==> config.mk <==
export PLATFORM = sky130hd
export DESIGN_NAME = pipe_mem_access
export DESIGN_NICKNAME = d
export VERILOG_FILES = /design/src/rtl/pipe_mem_access.sv
export SDC_FILE = /design/constraint.sdc
export NUM_CORES = 1
export LEC_CHECK = 0
export BUFFER_PORTS_ARGS = -buffer_cell sky130_fd_sc_hd__buf_2
export CORE_MARGIN = 5
export CORE_UTILIZATION = 45
export DETAILED_ROUTE_END_ITERATION = 12
export PLACE_DENSITY = 0.87
export SYNTH_ARGS = -nofsm -noshare
export SYNTH_HDL_FRONTEND = slang
export SYNTH_SLANG_ARGS = --single-unit
==> constraint.sdc <==
create_clock -name clk -period 2 [get_ports clk]
set_clock_uncertainty 0.1 [all_clocks]
set_input_delay 0.2 -clock clk [delete_from_list [all_inputs] [get_ports clk]]
set_output_delay 0.2 -clock clk [all_outputs]
set_load 0.1 [all_outputs]
==> src/rtl/pipe_mem_access.sv <==
// RV32 memory-access stage: issues loads/stores on a req/gnt/rvalid bus, aligns and extends
// load data, and registers the stage result into the *_W bundle. Stalls upstream while busy.
module pipe_mem_access #(
  parameter int unsigned TIMEOUT_CYC = 64
) (
  input  logic        clk,
  input  logic        rst,
  input  logic        reg_wr_M,
  input  logic        mem_wr_M,
  input  logic        mem_rd_M,
  input  logic [2:0]  mem_mask_M,
  input  logic [1:0]  sel_wb_M,
  input  logic [31:0] alu_o_M,
  input  logic [31:0] wr_data_M,
  input  logic [4:0]  rd_M,
  input  logic [31:0] PC4_M,
  output logic        dbus_req,
  output logic        dbus_we,
  output logic [31:0] dbus_addr,
  output logic [3:0]  dbus_be,
  output logic [31:0] dbus_wdata,
  input  logic        dbus_gnt,
  input  logic        dbus_rvalid,
  input  logic [31:0] dbus_rdata,
  output logic        stall_mem,
  output logic        reg_wr_W,
  output logic [1:0]  sel_wb_W,
  output logic [4:0]  rd_W,
  output logic [31:0] alu_o_W,
  output logic [31:0] ld_data_W,
  output logic [31:0] PC4_W,
  output logic        misalign_W,
  output logic        bus_err_W,
  output logic [1:0]  dbg_state
);

  // Bus handshake: a request is presented with dbus_req=1 and all dbus_* fields stable until
  // the cycle dbus_gnt=1 accepts it; exactly one dbus_rvalid later completes it (data or ack).

  typedef enum logic [1:0] {
    S_IDLE = 2'd0,
    S_WAIT = 2'd1,
    S_DONE = 2'd2
  } state_e;

  localparam int CNT_W = (TIMEOUT_CYC > 1) ? $clog2(TIMEOUT_CYC) : 1;
  localparam logic [CNT_W-1:0] CNT_LAST = CNT_W'(TIMEOUT_CYC - 1);

  state_e      state_q, state_d;
  logic [CNT_W-1:0] cnt_q, cnt_d;
  logic        err_q, err_d;
  logic [31:0] rdata_q, rdata_d;

  logic        reg_wr_w_q, reg_wr_w_d;
  logic [1:0]  sel_wb_w_q, sel_wb_w_d;
  logic [4:0]  rd_w_q, rd_w_d;
  logic [31:0] alu_o_w_q, alu_o_w_d;
  logic [31:0] ld_data_w_q, ld_data_w_d;
  logic [31:0] pc4_w_q, pc4_w_d;
  logic        misalign_w_q, misalign_w_d;
  logic        bus_err_w_q, bus_err_w_d;

  logic        op;
  logic        illegal;
  logic        timeout_hit;
  logic [3:0]  be_c;
  logic [31:0] wdata_c;
  logic [31:0] shifted;
  logic [31:0] ld_aligned;

  always_comb begin
    op      = mem_rd_M | mem_wr_M;
    illegal = (mem_rd_M & mem_wr_M)
            | (mem_mask_M == 3'b011) | (mem_mask_M == 3'b110) | (mem_mask_M == 3'b111)
            | ((mem_mask_M[1:0] == 2'b01) & alu_o_M[0])
            | ((mem_mask_M[1:0] == 2'b10) & (alu_o_M[1:0] != 2'b00));
    timeout_hit = (TIMEOUT_CYC != 0) && (cnt_q == CNT_LAST);
  end

  // Lane steering: sub-word stores replicate data across the word so the enabled lane is right.
  always_comb begin
    be_c    = 4'b1111;
    wdata_c = wr_data_M;
    case (mem_mask_M[1:0])
      2'b00: begin
        be_c    = 4'b0001 << alu_o_M[1:0];
        wdata_c = {4{wr_data_M[7:0]}};
      end
      2'b01: begin
        be_c    = 4'b0011 << {alu_o_M[1], 1'b0};
        wdata_c = {2{wr_data_M[15:0]}};
      end
      default: begin
        be_c    = 4'b1111;
        wdata_c = wr_data_M;
      end
    endcase
  end

  always_comb begin
    shifted    = rdata_q >> {alu_o_M[1:0], 3'b000};
    ld_aligned = rdata_q;
    case (mem_mask_M)
      3'b000:  ld_aligned = {{24{shifted[7]}}, shifted[7:0]};
      3'b100:  ld_aligned = {24'h0, shifted[7:0]};
      3'b001:  ld_aligned = {{16{shifted[15]}}, shifted[15:0]};
      3'b101:  ld_aligned = {16'h0, shifted[15:0]};
      default: ld_aligned = rdata_q;
    endcase
  end

  always_comb begin
    state_d   = state_q;
    cnt_d     = cnt_q;
    err_d     = err_q;
    rdata_d   = rdata_q;
    dbus_req  = 1'b0;
    stall_mem = 1'b0;
    case (state_q)
      S_IDLE: begin
        if (op && !illegal) begin
          dbus_req  = 1'b1;
          stall_mem = 1'b1;
          if (dbus_gnt) begin
            state_d = S_WAIT;
            cnt_d   = '0;
            err_d   = 1'b0;
          end
        end
      end
      S_WAIT: begin
        stall_mem = 1'b1;
        if (dbus_rvalid) begin
          rdata_d = mem_rd_M ? dbus_rdata : 32'h0;
          state_d = S_DONE;
        end else if (timeout_hit) begin
          err_d   = 1'b1;
          state_d = S_DONE;
        end else begin
          cnt_d = cnt_q + 1'b1;
        end
      end
      S_DONE: begin
        state_d = S_IDLE;
      end
      default: begin
        state_d = S_IDLE;
      end
    endcase
    // Reset releases the pipeline and drops the bus request immediately.
    if (rst) begin
      dbus_req  = 1'b0;
      stall_mem = 1'b0;
    end
  end

  always_comb begin
    dbus_we    = dbus_req & mem_wr_M;
    dbus_addr  = dbus_req ? {alu_o_M[31:2], 2'b00} : 32'h0;
    dbus_be    = dbus_req ? be_c : 4'b0000;
    dbus_wdata = (dbus_req && mem_wr_M) ? wdata_c : 32'h0;
  end

  always_comb begin
    reg_wr_w_d   = 1'b0;
    sel_wb_w_d   = 2'b00;
    rd_w_d       = 5'd0;
    alu_o_w_d    = 32'h0;
    ld_data_w_d  = 32'h0;
    pc4_w_d      = 32'h0;
    misalign_w_d = 1'b0;
    bus_err_w_d  = 1'b0;
    // A stalled cycle leaves the all-zero bubble chosen above.
    if (!stall_mem) begin
      sel_wb_w_d = sel_wb_M;
      rd_w_d     = rd_M;
      alu_o_w_d  = alu_o_M;
      pc4_w_d    = PC4_M;
      if (state_q == S_DONE) begin
        reg_wr_w_d  = reg_wr_M & ~err_q;
        ld_data_w_d = (mem_rd_M && !err_q) ? ld_aligned : 32'h0;
        bus_err_w_d = err_q;
      end else begin
        reg_wr_w_d   = reg_wr_M & ~(op & illegal);
        misalign_w_d = op & illegal;
      end
    end
  end

  always_ff @(posedge clk) begin
    if (rst) begin
      state_q      <= S_IDLE;
      cnt_q        <= '0;
      err_q        <= 1'b0;
      rdata_q      <= 32'h0;
      reg_wr_w_q   <= 1'b0;
      sel_wb_w_q   <= 2'b00;
      rd_w_q       <= 5'd0;
      alu_o_w_q    <= 32'h0;
      ld_data_w_q  <= 32'h0;
      pc4_w_q      <= 32'h0;
      misalign_w_q <= 1'b0;
      bus_err_w_q  <= 1'b0;
    end else begin
      state_q      <= state_d;
      cnt_q        <= cnt_d;
      err_q        <= err_d;
      rdata_q      <= rdata_d;
      reg_wr_w_q   <= reg_wr_w_d;
      sel_wb_w_q   <= sel_wb_w_d;
      rd_w_q       <= rd_w_d;
      alu_o_w_q    <= alu_o_w_d;
      ld_data_w_q  <= ld_data_w_d;
      pc4_w_q      <= pc4_w_d;
      misalign_w_q <= misalign_w_d;
      bus_err_w_q  <= bus_err_w_d;
    end
  end

  assign reg_wr_W   = reg_wr_w_q;
  assign sel_wb_W   = sel_wb_w_q;
  assign rd_W       = rd_w_q;
  assign alu_o_W    = alu_o_w_q;
  assign ld_data_W  = ld_data_w_q;
  assign PC4_W      = pc4_w_q;
  assign misalign_W = misalign_w_q;
  assign bus_err_W  = bus_err_w_q;
  assign dbg_state  = state_q;

endmodule
; ---- After elaboration in Yosys (flattened, before gate mapping)
; Cells that the tools add are included.
; W data, S select, Z words.
[totals]
register_bits = 147
input_bits = 145
out_inout_bits = 179
word_cells = 96
[classes]
add_sub_neg = 1
eq_ne = 17
shift = 3
n_mux = 28
n_bitwise = 17
reduce_logical = 18
[ops]
columns = cell, count
row1 = $pmux W32 S4, 1
row2 = $mux W32, 3
row3 = $pmux W32 S2, 1
row4 = $shr A32 B5 Y16, 1
row5 = $mux W6, 4
row6 = $eq A3 B3 Y1 const B, 4
row7 = $pmux W6 S2, 1
row8 = $ne A2 B2 Y1 const B, 5
row9 = $reduce_and A5 Y1, 2
row10 = $mux W1, 9
row11 = $mux W2, 4
row12 = $pmux W4 S2, 1
row13 = $and A1 B1 Y1, 7
row14 = $add A6 B1 Y6 const B, 1
row15 = $eq A6 B6 Y1 const B, 1
row16 = $or A1 B1 Y1, 6
row17 = $reduce_or A3 Y1, 2
row18 = $eq A2 B1 Y1 const B, 2
row19 = $eq A2 B2 Y1 const B, 2
row20 = $logic_not A2 Y1, 2
row21 = $mux W4, 1
row22 = $not A1 Y1, 4
row23 = $pmux W1 S2, 2
row24 = $pmux W2 S2, 1
row25 = other kinds (13), 17

; ---- Longest topological paths before layout
[depth]
depth_word = 13
mapped_depth = 7
ltp_nobuf = 5

; ---- Worst setup path before layout
; OpenSTA, ideal clock, no wires.
[synth_timing]
path_type = register to output
startpoint = reg state_q[1], in the netlist dbg_state[1]
endpoint = out dbus_be[3]
t_arrival_ns = 4.217
required_ns = 1.700
path_slack_ns = -2.517
path_stages_with_launch = 6
n_path_buf = 2
path_cell_list = dfxtp_1 -> buf_2 -> nor3_1 -> and2_1 -> clkbuf_2 -> a21boi_0
[synth_between]
elab_chain_cells = 4
[synth_rtl]
columns = item, line_no
row1 = "start, declared", 49  ; state_e state_q, state_d;
row2 = "start signal, assigned", 205  ; state_q <= state_d;
row3 = $logic_not A2 Y1, 119  ; case (state_q)
row4 = $mux W1, 119
row5 = $mux W1, 151  ; if (rst) begin
row6 = named net dbus_req, 17  ; output logic dbus_req,
row7 = $mux W4, 160  ; dbus_be = dbus_req ? be_c : 4'b0000;
row8 = "end, declared", 20  ; output logic [3:0] dbus_be,
; The timed path passes the listed nets, and every way through them passes these cells.

; ---- Worst setup path in the final report
[layout_timing]
startpoint = reg state_q[0], in the netlist dbg_state[0]
endpoint = out dbus_wdata[15]
[layout_between]
elab_chain_cells = 5
[layout_rtl]
columns = item, line_no
row1 = $logic_not A2 Y1, 119
row2 = $mux W1, 119
row3 = $mux W1, 151
row4 = $logic_and A1 B1 Y1, 161  ; dbus_wdata = (dbus_req && mem_wr_M) ? wdata_c : 32'h0;
row5 = $mux W32, 161
row6 = "end, declared", 21  ; output logic [31:0] dbus_wdata,
; Every way passes these cells.

==> results.py <==
metrics = {
    "worst_setup_path": {
        "critPathBufInv": 4,
        "crit_start": "dbg_state[0]",
        "worstPathMaxFanout": 6,
        "worstSetupPathType": "reg -> out",
        "cp.required_ps": 1700,
        "cp_slowest_stage_delay_ps": 360,
        "path_cells": "nor3_4, buf_6, nand4bb_4, buf_6, buf_12, a21oi_4, buf_12",
        "cp_slowest_cell": "dfxtp_4",
        "critPathArrivalTime_ps": 1900,
        "cp-start-kind": "flip-flop",
        "reg2reg_setup_slack_ps": 60,
        "cp_top_family": "buffers and inverters",
        "r2r-start": "cnt_q[1]",
        "worst_setup_path_end_kind": "output pin",
    },
    "grt": {
        "grt_pass1_wl_um": 46260,
        "grt_pass1_vias": 7756,
        "grt_max_degree": 62,
        "grt_overflow": 0,
        "grt_usage_pct": 38.35,
        "antenna_found_initial": 5,
    },
    "final_layout": {
        "ff_latch_area_um2": 2952,
        "fill_cells": 583,
        "syn2layout_area_growth_pct": 86.74,
        "drive_above_1_share_pct": 43.70,
        "nets": 1236,
        "final_cells": 1279,
        "multi_input_area_um2": 3067,
        "fin_util_pct": 86.58,
    },
    "clocking": {
        "h-tree-depth": 4,
        "cts_tree": "built",
        "cts_root_buf": "clkbuf_16",
        "cts_made_buffers": 17,
        "path_clk_slew_ps": 70,
        "clock-sinks": 147,
        "worst_skew_pair.late_latency_ps": 430,
        "cts_max_path_buffers": 2,
    },
    "timing": {
        "maxSlewViolCount": 0,
        "post-route-period-util_pct": 109.9,
        "finalCriticalPeriod_ps": 2199,
        "setup_viol": 64,
        "hold_viol": 0,
        "fin_tns_setup_ps": -8801,
        "holdWs_ps": 126.6,
        "rsz0062_at_grt": "true",
        "worst_pin_slew_ps": 559.1,
        "fmax_mhz": 454.8,
        "fin_ws_ps": -198.7,
        "max_slew_margin_pct": 62.65,
    },
    "route": {
        "drtPass1Iterations": 7,
        "route.detailed.drc": 0,
        "via_per_inst": 5.731,
        "routed_wl_um": 30790,
        "wire_per_inst_um": 24.07,
        "vias": 7330,
        "drt_iter0_drc": 1066,
        "antenna_left": 0,
    },
    "synth": {
        "synth_top_area_share_pct": 49.89,
        "async_reset_ff_share_pct": 0,
        "ys_seq_elements": 147,
        "avgSynthCellArea_um2": 8.964,
        "synth_top_cells_by_area": "dfxtp_1 (50%), and2_1 (8.7%), a21oi_1 (4.9%)",
        "synth_edf_count": 0,
        "syn_area_um2": 5898,
        "ys.flop_type": "dfxtp_1",
        "yosys.area.top_type": "dfxtp_1",
        "synth-seq-area-share_pct": 49.89,
        "yosysUniqueCellTypes": 52,
        "synth.top_cells.by_count": "dfxtp_1 (147), and2_1 (82), nand2_1 (64)",
        "syn_inst": 658,
        "yosysWarnings": 0,
        "yosysMostFrequentCell": "dfxtp_1",
    },
    "floorplanning": {
        "die_w_um": 124.5,
        "start_util_pct": 46.36,
        "core_um2": 12720,
        "rows": 41,
        "dieHeight_um": 124.5,
        "die_area_um2": 15500,
        "io_pins": 324,
    },
    "run_status": {
        "status": "finished with violations",
        "violations": "setup timing",
    },
    "pwr": {
        "power_mw": 8.509,
        "peakVddDrop_v": 0.0006872,
        "p_leak_nw": 4.999,
        "p_per_area_nw_per_um2": 772.5,
    },
    "placed_design": {
        "dp_cells": 1126,
        "port-buffer-count": 321,
        "hpwl_um": 17830,
        "gp_congestion": 0.8985,
    },
    "flow_run": {
        "maxCapViolCount": 0,
    },
    "hold_path": {
        "hp-class": "in -> reg",
        "hold_start": "alu_o_M[0]",
    },
}
timing repair:
| item | in CTS | in global routing |
|---|---|---|
| setup endpoints to repair | 68 | 70 |
| endpoints found under the hold margin | 104 | 1 |
| hold buffers | 103 | 1 |
| pin swaps | 2 | 1 |
| setup buffers | 8 | 1 |
| gates cloned | 4 | 1 |
| gates resized for setup | 19 | 9 |
logic make-up after synthesis:
family / share of synthesized area, %
buffers and inverters: 4.646
xor gates and xnor gates: 0.1485
other: 0.06358
DFF: 49.89
adders and majority gates: 0.3818
and+or+nand+nor: 26.05
AOI/OAI and AO/OA: 14.04
muxes: 4.773
final timing paths:
check	end	depth (start not counted)
hold reg to reg	rdata_q[2]	2
setup / recovery	dbus_wdata[15]	7
hold / removal	alu_o_W[0]	3
setup reg to reg	cnt_q[5]	6
where the power goes:
part	leakage, nW	internal [mW]	switching (mW)	total [mW]
clock network	0.274	1.77	1.36	3.12
registers	1.20	3.04	0.0511	3.09
logic	3.52	0.672	1.63	2.30
stage by stage:
step	setup slack (ps)	cell area (um2)
2_1_floorplan	-270.4	6266
3_3_place_gp	84.74	9154
3_5_place_dp	13.20	9154
4_1_cts	-154.3	10960
5_1_grt	-261.7	11010
6_report	-198.7	11010
flip-flops by register name, summed over array words and instances (netlist names):
signal,cells
PC4_W,32
alu_o_W,32
ld_data_W,32
rdata_q,32
cnt_q,6
rd_W,5
dbg_state,2
sel_wb_W,2
bus_err_W,1
err_q,1
misalign_W,1
reg_wr_W,1
final cells by class:
class                   count  area share, %
well taps                 172          1.954
diodes                      4        0.09088
multi-input cells         451          27.84
clock inverters            13          1.147
inverters                   5         0.2045
flip-flops and latches    147          26.80
repair inverters            1        0.06816
clock buffers              19          4.021
repair buffers            467          37.87
worst min-delay path: cells and delay by family:
kind | cells | cell delay (ps)
AND/OR/NAND/NOR | 1 | 110
buffers and inverters | 2 | 300
cell usage in the layout, fill, tap and decap left out, types with 8 or more instances in the layout:
master	n
nand3_1	38
a21o_1	17
and2_1	72
buf_12	77
buf_2	252
mux2i_1	18
and3_2	20
nor2_4	16
nand2b_1	9
and2_4	8
clkbuf_16	18
and3_4	11
buf_4	27
nor2_1	31
a21oi_1	50
dlygate4sd3_1	104
a31oi_1	8
a21oi_4	8
nand2_1	64
dfxtp_1	144
layer usage:
layer	global-route usage, %	wire (um)	vias up
li1	-	-	3126
met1	38.19	9758	3394
met2	66.25	15340	624
met3	13.72	3283	184
met4	26.76	2397	2
met5	0	13	-
Power figures use the tool's default switching activity.
